$ cat src/rtl/decode_unit_pkg.sv
// decode_unit_pkg: shared ID-stage definitions for decode_unit and the downstream EX stage.
//   Holds the MIPS opcode/funct codes, ALU operation codes, ID_CTRL bit positions,
//   the immediate-format selector and two small helpers used by the decoder.
package decode_unit_pkg;
  localparam logic [5:0] OP_RTYPE = 6'h00;
  localparam logic [5:0] OP_J     = 6'h02;
  localparam logic [5:0] OP_JAL   = 6'h03;
  localparam logic [5:0] OP_BEQ   = 6'h04;
  localparam logic [5:0] OP_BNE   = 6'h05;
  localparam logic [5:0] OP_ADDI  = 6'h08;
  localparam logic [5:0] OP_SLTI  = 6'h0A;
  localparam logic [5:0] OP_ANDI  = 6'h0C;
  localparam logic [5:0] OP_ORI   = 6'h0D;
  localparam logic [5:0] OP_LUI   = 6'h0F;
  localparam logic [5:0] OP_LW    = 6'h23;
  localparam logic [5:0] OP_SW    = 6'h2B;
  localparam logic [5:0] FN_SLL = 6'h00;
  localparam logic [5:0] FN_SRL = 6'h02;
  localparam logic [5:0] FN_JR  = 6'h08;
  localparam logic [5:0] FN_ADD = 6'h20;
  localparam logic [5:0] FN_SUB = 6'h22;
  localparam logic [5:0] FN_AND = 6'h24;
  localparam logic [5:0] FN_OR  = 6'h25;
  localparam logic [5:0] FN_SLT = 6'h2A;
  typedef enum logic [3:0] {
    ALU_ADD  = 4'd0,
    ALU_SUB  = 4'd1,
    ALU_AND  = 4'd2,
    ALU_OR   = 4'd3,
    ALU_SLT  = 4'd4,
    ALU_SLL  = 4'd5,
    ALU_SRL  = 4'd6,
    ALU_LUI  = 4'd7,
    ALU_PASS = 4'd8
  } alu_op_t;
  localparam int CTRL_LINK       = 0;
  localparam int CTRL_ALU_SRC    = 1;
  localparam int CTRL_MEM_TO_REG = 2;
  localparam int CTRL_MEM_WRITE  = 3;
  localparam int CTRL_MEM_READ   = 4;
  localparam int CTRL_REG_WRITE  = 5;
  localparam int CTRL_ALU_LO     = 6;
  localparam int CTRL_ALU_HI     = 9;
  typedef enum logic [1:0] {IMM_SEXT, IMM_ZEXT, IMM_LUI, IMM_SHAMT} imm_kind_t;
  function automatic logic [31:0] make_imm(input imm_kind_t k, input logic [31:0] ins);
    return k == IMM_ZEXT  ? {16'h0, ins[15:0]} :
           k == IMM_LUI   ? {ins[15:0], 16'h0} :
           k == IMM_SHAMT ? {27'h0, ins[10:6]} :
                            {{16{ins[15]}}, ins[15:0]};
  endfunction
  // r0 never carries a value, so a producer targeting it is never a hazard.
  function automatic logic src_hit(input logic [4:0] d, input logic [4:0] rs, input logic [4:0] rt,
                                   input logic use_rs, input logic use_rt);
    return d != 5'd0 && ((use_rs && d == rs) || (use_rt && d == rt));
  endfunction
endpackage

$ cat src/rtl/decode_unit_regfile.sv
// decode_unit_regfile: 32x32 register file, two asynchronous read ports, one synchronous write port.
//   clk      in   clock, rising edge
//   ra, rb   in   read addresses;  qa, qb out  read data
//   wb_en    in   write enable;  wb_addr / wb_data  write address / data
//   r0 always reads 0 and ignores writes; a read of the register being written
//   this cycle returns the incoming data. Contents are not reset.
module decode_unit_regfile (
  input  logic        clk,
  input  logic [4:0]  ra,
  input  logic [4:0]  rb,
  output logic [31:0] qa,
  output logic [31:0] qb,
  input  logic        wb_en,
  input  logic [4:0]  wb_addr,
  input  logic [31:0] wb_data
);
  logic [31:0] mem [0:31];
  always_ff @(posedge clk)
    if (wb_en && wb_addr != 5'd0) mem[wb_addr] <= wb_data;
  assign qa = ra == 5'd0 ? 32'h0 : (wb_en && wb_addr == ra) ? wb_data : mem[ra];
  assign qb = rb == 5'd0 ? 32'h0 : (wb_en && wb_addr == rb) ? wb_data : mem[rb];
endmodule

$ cat src/rtl/decode_unit.sv
// decode_unit: ID stage of the 5-stage MIPS pipeline.
//   Captures {pc, instr} from fetch into IF/ID, decodes it, reads the register file,
//   resolves jumps/branches in ID and registers a control+operand bundle for EX.
//   Inputs : clk, rst (sync, active-low), extend, pc, instr, wb_en/wb_addr/wb_data,
//            ex_mem_read, ex_wr_en, ex_dst, mem_mem_read, mem_dst
//   Outputs: dirty (stall), jump/target (redirect to fetch), id_valid, id_pc, id_ctrl,
//            id_rs_data, id_rt_data, id_imm, id_rs, id_rt, id_dst, illegal (one-cycle pulse)
module decode_unit
  import decode_unit_pkg::*;
#(
  parameter logic [31:0] RESET_PC = 32'h0
) (
  input  logic        clk,
  input  logic        rst,
  input  logic        extend,
  input  logic [31:0] pc,
  input  logic [31:0] instr,
  input  logic        wb_en,
  input  logic [4:0]  wb_addr,
  input  logic [31:0] wb_data,
  input  logic        ex_mem_read,
  input  logic        ex_wr_en,
  input  logic [4:0]  ex_dst,
  input  logic        mem_mem_read,
  input  logic [4:0]  mem_dst,
  output logic        dirty,
  output logic        jump,
  output logic [31:0] target,
  output logic        id_valid,
  output logic [31:0] id_pc,
  output logic [9:0]  id_ctrl,
  output logic [31:0] id_rs_data,
  output logic [31:0] id_rt_data,
  output logic [31:0] id_imm,
  output logic [4:0]  id_rs,
  output logic [4:0]  id_rt,
  output logic [4:0]  id_dst,
  output logic        illegal
);
  logic        ifid_valid;
  logic [31:0] ifid_pc, ifid_instr;
  logic [5:0]  op, fn;
  logic [4:0]  rs, rt, rd, dst;
  logic [31:0] rs_data, rt_data, pc4, sext, imm;
  alu_op_t     alu;
  imm_kind_t   imm_kind;
  logic        legal, reg_write, mem_read, mem_write, mem_to_reg, alu_src, link;
  logic        uses_rs, uses_rt, is_beq, is_bne, is_jr, is_j;
  logic        ctl, stall, take, issue;
  logic [9:0]  ctrl;
  assign op   = ifid_instr[31:26];
  assign rs   = ifid_instr[25:21];
  assign rt   = ifid_instr[20:16];
  assign rd   = ifid_instr[15:11];
  assign fn   = ifid_instr[5:0];
  assign pc4  = ifid_pc + 32'd4;
  assign sext = {{16{ifid_instr[15]}}, ifid_instr[15:0]};
  assign imm  = make_imm(imm_kind, ifid_instr);
  decode_unit_regfile u_rf (
    .clk    (clk),
    .ra     (rs),
    .rb     (rt),
    .qa     (rs_data),
    .qb     (rt_data),
    .wb_en  (wb_en),
    .wb_addr(wb_addr),
    .wb_data(wb_data)
  );
  always_comb begin
    legal      = 1'b1;
    alu        = ALU_PASS;
    imm_kind   = IMM_SEXT;
    reg_write  = 1'b0;
    mem_read   = 1'b0;
    mem_write  = 1'b0;
    mem_to_reg = 1'b0;
    alu_src    = 1'b0;
    link       = 1'b0;
    uses_rs    = 1'b1;
    uses_rt    = 1'b0;
    is_beq     = 1'b0;
    is_bne     = 1'b0;
    is_jr      = 1'b0;
    is_j       = 1'b0;
    dst        = rt;
    case (op)
      OP_RTYPE: begin
        uses_rt   = 1'b1;
        reg_write = 1'b1;
        dst       = rd;
        case (fn)
          FN_ADD: alu = ALU_ADD;
          FN_SUB: alu = ALU_SUB;
          FN_AND: alu = ALU_AND;
          FN_OR:  alu = ALU_OR;
          FN_SLT: alu = ALU_SLT;
          FN_SLL: begin alu = ALU_SLL; alu_src = 1'b1; imm_kind = IMM_SHAMT; end
          FN_SRL: begin alu = ALU_SRL; alu_src = 1'b1; imm_kind = IMM_SHAMT; end
          FN_JR:  begin reg_write = 1'b0; uses_rt = 1'b0; is_jr = 1'b1; end
          default: legal = 1'b0;
        endcase
      end
      OP_ADDI: begin alu = ALU_ADD; reg_write = 1'b1; alu_src = 1'b1; end
      OP_SLTI: begin alu = ALU_SLT; reg_write = 1'b1; alu_src = 1'b1; end
      OP_ANDI: begin alu = ALU_AND; reg_write = 1'b1; alu_src = 1'b1; imm_kind = IMM_ZEXT; end
      OP_ORI:  begin alu = ALU_OR;  reg_write = 1'b1; alu_src = 1'b1; imm_kind = IMM_ZEXT; end
      OP_LUI:  begin alu = ALU_LUI; reg_write = 1'b1; alu_src = 1'b1; imm_kind = IMM_LUI; uses_rs = 1'b0; end
      OP_LW: begin
        alu        = ALU_ADD;
        reg_write  = 1'b1;
        mem_read   = 1'b1;
        mem_to_reg = 1'b1;
        alu_src    = 1'b1;
      end
      OP_SW:  begin alu = ALU_ADD; mem_write = 1'b1; alu_src = 1'b1; uses_rt = 1'b1; end
      OP_BEQ: begin alu = ALU_SUB; uses_rt = 1'b1; is_beq = 1'b1; end
      OP_BNE: begin alu = ALU_SUB; uses_rt = 1'b1; is_bne = 1'b1; end
      OP_J:   begin is_j = 1'b1; uses_rs = 1'b0; end
      OP_JAL: begin is_j = 1'b1; uses_rs = 1'b0; reg_write = 1'b1; link = 1'b1; dst = 5'd31; end
      default: legal = 1'b0;
    endcase
    // an undecodable word reads nothing, so it can never stall
    if (!legal) begin
      uses_rs   = 1'b0;
      uses_rt   = 1'b0;
      reg_write = 1'b0;
    end
  end
  always_comb begin
    ctrl                             = '0;
    ctrl[CTRL_ALU_HI:CTRL_ALU_LO]    = alu;
    ctrl[CTRL_REG_WRITE]             = reg_write;
    ctrl[CTRL_MEM_READ]              = mem_read;
    ctrl[CTRL_MEM_WRITE]             = mem_write;
    ctrl[CTRL_MEM_TO_REG]            = mem_to_reg;
    ctrl[CTRL_ALU_SRC]               = alu_src;
    ctrl[CTRL_LINK]                  = link;
  end
  // Load-use always stalls; control transfers resolved in ID additionally wait
  // for any EX producer and for a MEM-stage load, since nothing is forwarded here.
  assign ctl   = is_beq || is_bne || is_jr;
  assign stall = ifid_valid && (
                   (ex_mem_read && src_hit(ex_dst, rs, rt, uses_rs, uses_rt)) ||
                   (ctl && ex_wr_en && src_hit(ex_dst, rs, rt, uses_rs, uses_rt)) ||
                   (ctl && mem_mem_read && src_hit(mem_dst, rs, rt, uses_rs, uses_rt)));
  assign take   = is_j || is_jr || (is_beq && rs_data == rt_data) || (is_bne && rs_data != rt_data);
  assign dirty  = stall;
  assign jump   = ifid_valid && !stall && take;
  assign target = is_jr ? rs_data :
                  is_j  ? {pc4[31:28], ifid_instr[25:0], 2'b00} :
                          pc4 + {sext[29:0], 2'b00};
  assign issue  = ifid_valid && !stall && legal;
  always_ff @(posedge clk) begin
    if (!rst) begin
      ifid_valid <= 1'b0;
      ifid_pc    <= RESET_PC;
      ifid_instr <= 32'h0;
    end else if (!dirty) begin
      ifid_valid <= !extend && !jump;
      ifid_pc    <= pc;
      ifid_instr <= instr;
    end
  end
  always_ff @(posedge clk) begin
    if (!rst) begin
      id_valid   <= 1'b0;
      id_pc      <= RESET_PC;
      id_ctrl    <= '0;
      id_rs_data <= '0;
      id_rt_data <= '0;
      id_imm     <= '0;
      id_rs      <= '0;
      id_rt      <= '0;
      id_dst     <= '0;
      illegal    <= 1'b0;
    end else begin
      id_valid   <= issue;
      id_pc      <= ifid_pc;
      id_ctrl    <= issue ? ctrl : '0;
      id_rs_data <= link ? pc4 : rs_data;
      id_rt_data <= rt_data;
      id_imm     <= imm;
      id_rs      <= rs;
      id_rt      <= rt;
      id_dst     <= reg_write ? dst : 5'd0;
      illegal    <= ifid_valid && !stall && !legal;
    end
  end
endmodule

$ cat config.mk
export PLATFORM = sky130hd
export DESIGN_NAME = decode_unit
export DESIGN_NICKNAME = d
export VERILOG_FILES = /design/src/rtl/decode_unit_pkg.sv /design/src/rtl/decode_unit_regfile.sv /design/src/rtl/decode_unit.sv
export SDC_FILE = /design/constraint.sdc
export NUM_CORES = 2
export LEC_CHECK = 0
export ABC_CLOCK_PERIOD_IN_PS = 5900
export BUFFER_PORTS_ARGS = -buffer_cell sky130_fd_sc_hd__buf_2
export CORE_UTILIZATION = 45
export CTS_CLUSTER_DIAMETER = 150
export DETAILED_ROUTE_END_ITERATION = 16
export GPL_TIMING_DRIVEN = 0
export SKIP_LAST_GASP = 1
export SLEW_MARGIN = 20
export SYNTH_ARGS = -nofsm -noshare
export SYNTH_HDL_FRONTEND = slang
export SYNTH_SLANG_ARGS = --single-unit
$ cat constraint.sdc
create_clock -name clk -period 5.9 [get_ports clk]
set_input_delay 0.885 -clock clk [delete_from_list [all_inputs] [get_ports clk]]
set_output_delay 0.885 -clock clk [all_outputs]
set_load 0.02 [all_outputs]
==> results by group <==
Power
  – Sw Share: 27.15%
  – Power Density: 295.1 mW/mm^2
  – Overall power: 21410 uW
  – Pleak: 0.02477 uW
  – NetSw: 5811 uW
  – Clock share of power: 39.0%
  – Sequential Power Share: 46.3%
  – Worst VDD drop: 308.4 uV
  – Gate power share: 14.7%
  – Pint: approximately 16000 uW

Routing
  – Via count: 44.70k
  – Initial DRC count: approximately 8.4k
  – WL final: 259.9 mm
  – Routed wire length per instance: 40.86 um
  – Final ANT Viol Nets: 0
  – Vias/cell: about 7
  – Drt first pass iters: 8
  – DRC: 0

Global route
  – Overflow after GRT: 0
  – Met3 GRT Util: 13.74%
  – Layer with the highest usage: met2
  – First-pass GRT wire length: between 300 and 400 mm
  – Total track usage: 38.77%
  – Met1 Use GR: 48.13%
  – Initial antenna violation count: 16
  – Largest net degree at the start of global routing: 36
  – Vias in the first global route: about 42k
  – Met2 usage: 57.14%

Floorplan
  – Total Die Area: 0.1326 mm^2
  – Starting Density: 45.47%
  – Rows: 132
  – Core Area: 0.1298 mm^2
  – Top-Level Pins: 307
  – Die Y: around 360 um
  – Die width: around 360 um

Critical path
  – WS Path Type: flop to output port
  – Startpoint type of the worst setup path: flop
  – Arrival time worst endpoint: 5180 ps
  – CP endpoint kind: output port
  – Crit-path max FO: 10
  – Critical Path RT: 5020 ps
  – R2R Setup Slk: 1230 ps

Layout
  – Proportion of layout cells with a drive suffix above 1: 33.25%
  – Filler Cell Count: around 10k
  – Design Area, Final: 0.07253 mm^2
  – Layout net count: 4663
  – Most common cell after layout, fill and taps aside: edfxtp_1
  – Commonest non-fill, non-tap cells in the layout: 1024 x edfxtp_1, 416 x mux4_2, 307 x buf_2
  – Area grow syn2layout: 22.88%

Yosys
  – Count of cell types in the netlist: 87
  – Ys Warns: 0
  – Share of the synthesized area in the top cell type: 52.10%
  – EDFF count, synth: 1024
  – Syn_area_per_cell: 15.23 um^2
  – Sequential share of the synthesized area: 59.86%
  – Post-synth ARST share: 0%
  – Cell count after synthesis: 3876
  – Post-Syn Area: around 0.059 mm^2
  – Top post-synthesis cells by area: edfxtp_1 52%, mux4_2 16%, dfxtp_1 7.8%, mux2i_1 3.8%, nand2_1 1.8%
  – Main flop type after synthesis: edfxtp_1
  – Seq cells post-synth: between 1k and 1.5k
  – Cell taking the most area after synthesis: edfxtp_1

STA
  – Crit share post-route: 102.8%
  – Hold Slack: 339.0 ps
  – Final slew viol count: 0
  – Clock skew: 34.65 ps
  – Fin. Hold Viols: 0
  – Setup slack after layout: -165.9 ps
  – Final setup viols: 1
  – Period minus WS final: 6066 ps
  – Slew at the pin closest to its max-slew limit: 1261 ps
  – RSZ-0062 raised after global routing: yes
  – Slew headroom: between 10% and 20%
  – Fmax: 164.9 MHz
  – Setup_tns: -165.9 ps

Clocking
  – CTS root buf: clkbuf_16
  – CTS Buf Count: 134
  – Hold-fix buffers, CTS: 0
  – # clock sinks: approximately 1.3k
  – Clk_lat worst skew: 800 ps
  – Longest Clk Path Bufs: 3
  – Clk slew on worst S/H paths: 60 ps
  – CTS HTree Levels: 4
  – CTS tree: done

Place
  – Pre-CTS setup slack: -1313 ps
  – Buffers on Ports: 303
  – Final Wtd Congestion: 0.9787
  – Final HPWL DP: ~180 mm
  – Placed cell area: 0.06505 mm^2

Run status
  – Failing checks: setup timing
  – Outcome: finished, violations left

Min path
  – Hold WC Path Type: primary input to flop

Flow run
  – Max-cap violations: 0
==> routing by layer <==
metal / part of all wire (%) / up-vias
li1: - / 16920
met1: 34 / 22540
met2: 43 / 4175
met3: 15 / 1057
met4: 7.8 / 16
met5: 0.088 / -
==> critical path: stages (launching register included) <==
cell,delay [ps]
dfxtp_1,310
buf_4,210
clkinv_1,570
o21ai_4,400
clkbuf_4,510
o22ai_2,240
or3_4,490
xor2_1,250
nand4_1,160
a211oi_2,320
nand4_1,270
mux2i_1,230
o211ai_1,180
buf_4,230
==> power groups by stage <==
stage,logic [uW],clock network (uW),registers [uW]
2_1_floorplan,1420,0,10100
3_3_place_gp,2670,0,10100
3_5_place_dp,2730,0,10100
4_1_cts,2980,8340,9890
5_1_grt,3190,8640,9910
6_report,3150,8350,9900
==> flip-flops by register name, indices dropped and copies added, names as in the netlist, named ones only <==
signal,flops
u_rf.mem,1024
id_imm,32
id_pc,32
id_rs_data,32
id_rt_data,32
ifid_instr,32
ifid_pc,32
id_ctrl,9
id_dst,5
id_rs,5
id_rt,5
id_valid,1
ifid_valid,1
illegal,1
==> logic make-up (layout without fill, tap and decap cells) <==
logic type      Yosys count  count (layout)  synth area share, %
flops                  1253            1253                59.86
simple gates            776             776                6.069
compound gates          730             730                8.430
mux                     664             664                20.53
buf+inv                 321            1025                2.949
xor+xnor                100             100                1.484
fa+ha+maj                31              31               0.6698
other cells               1              40             0.006353
==> per-stage QoR <==
| stage | std cells | util, % |
|---|---|---|
| after floorplan | 3907 | - |
| after global placement | 5952 | 48.41 |
| after detailed placement | 6037 | 50.11 |
| after CTS | 6328 | 55.48 |
| after global routing | 6355 | 55.86 |
| final | 6361 | 55.87 |
==> path summary, 6_finish.rpt <==
kind | from | to | cells past startpoint
max | flop | jump | 13
min reg2reg | ifid_pc[24] | ifid_pc[24] | 2
min | pc[12] | ifid_pc[12] | 3
max reg2reg | flop | ifid_valid | 14
==> cell usage after synthesis, types with 17 or more instances <==
| cell type | n |
|---|---|
| and3_1 | 22 |
| inv_1 | 23 |
| edfxtp_1 | 1024 |
| a22oi_1 | 125 |
| buf_6 | 21 |
| a221oi_1 | 93 |
| nand2_1 | 285 |
| ha_1 | 30 |
| dfxtp_1 | 229 |
| nor3_1 | 43 |
| a211oi_1 | 32 |
| clkbuf_1 | 160 |
| buf_1 | 17 |
| a21oi_1 | 212 |
| o21ai_0 | 82 |
| nor2_1 | 196 |
| mux4_2 | 416 |
| o22ai_1 | 27 |
| nor2b_1 | 25 |
| and2_1 | 63 |
| buf_4 | 36 |
| mux2i_1 | 226 |
| buf_2 | 44 |
| nand2b_1 | 17 |
| nand3_1 | 49 |
| xor2_1 | 36 |
| xnor2_1 | 64 |
==> repair_timing <==
action / in CTS / in global routing
setup endpoints to repair: 26 / 10
gates resized for setup: 568 / 50
pin swaps: 43 / 22
buffers inserted: 73 / 25
cloned: 0 / 0
==> layout make-up <==
cell class                 instances  area, um^2  area share (%)
sequential                      1253       35400           48.80
buffer                           277        2905           4.006
multi-input combinational       2333       23390           32.24
antenna                            8       20.02         0.02760
clock inverter                    64       534.3          0.7366
timing repair buffer             486        4309           5.941
clock buffer                     169        3686           5.082
inverter                          29       116.4          0.1604
tap                             1742        2180           3.005
Power figures use the tool's default switching activity.
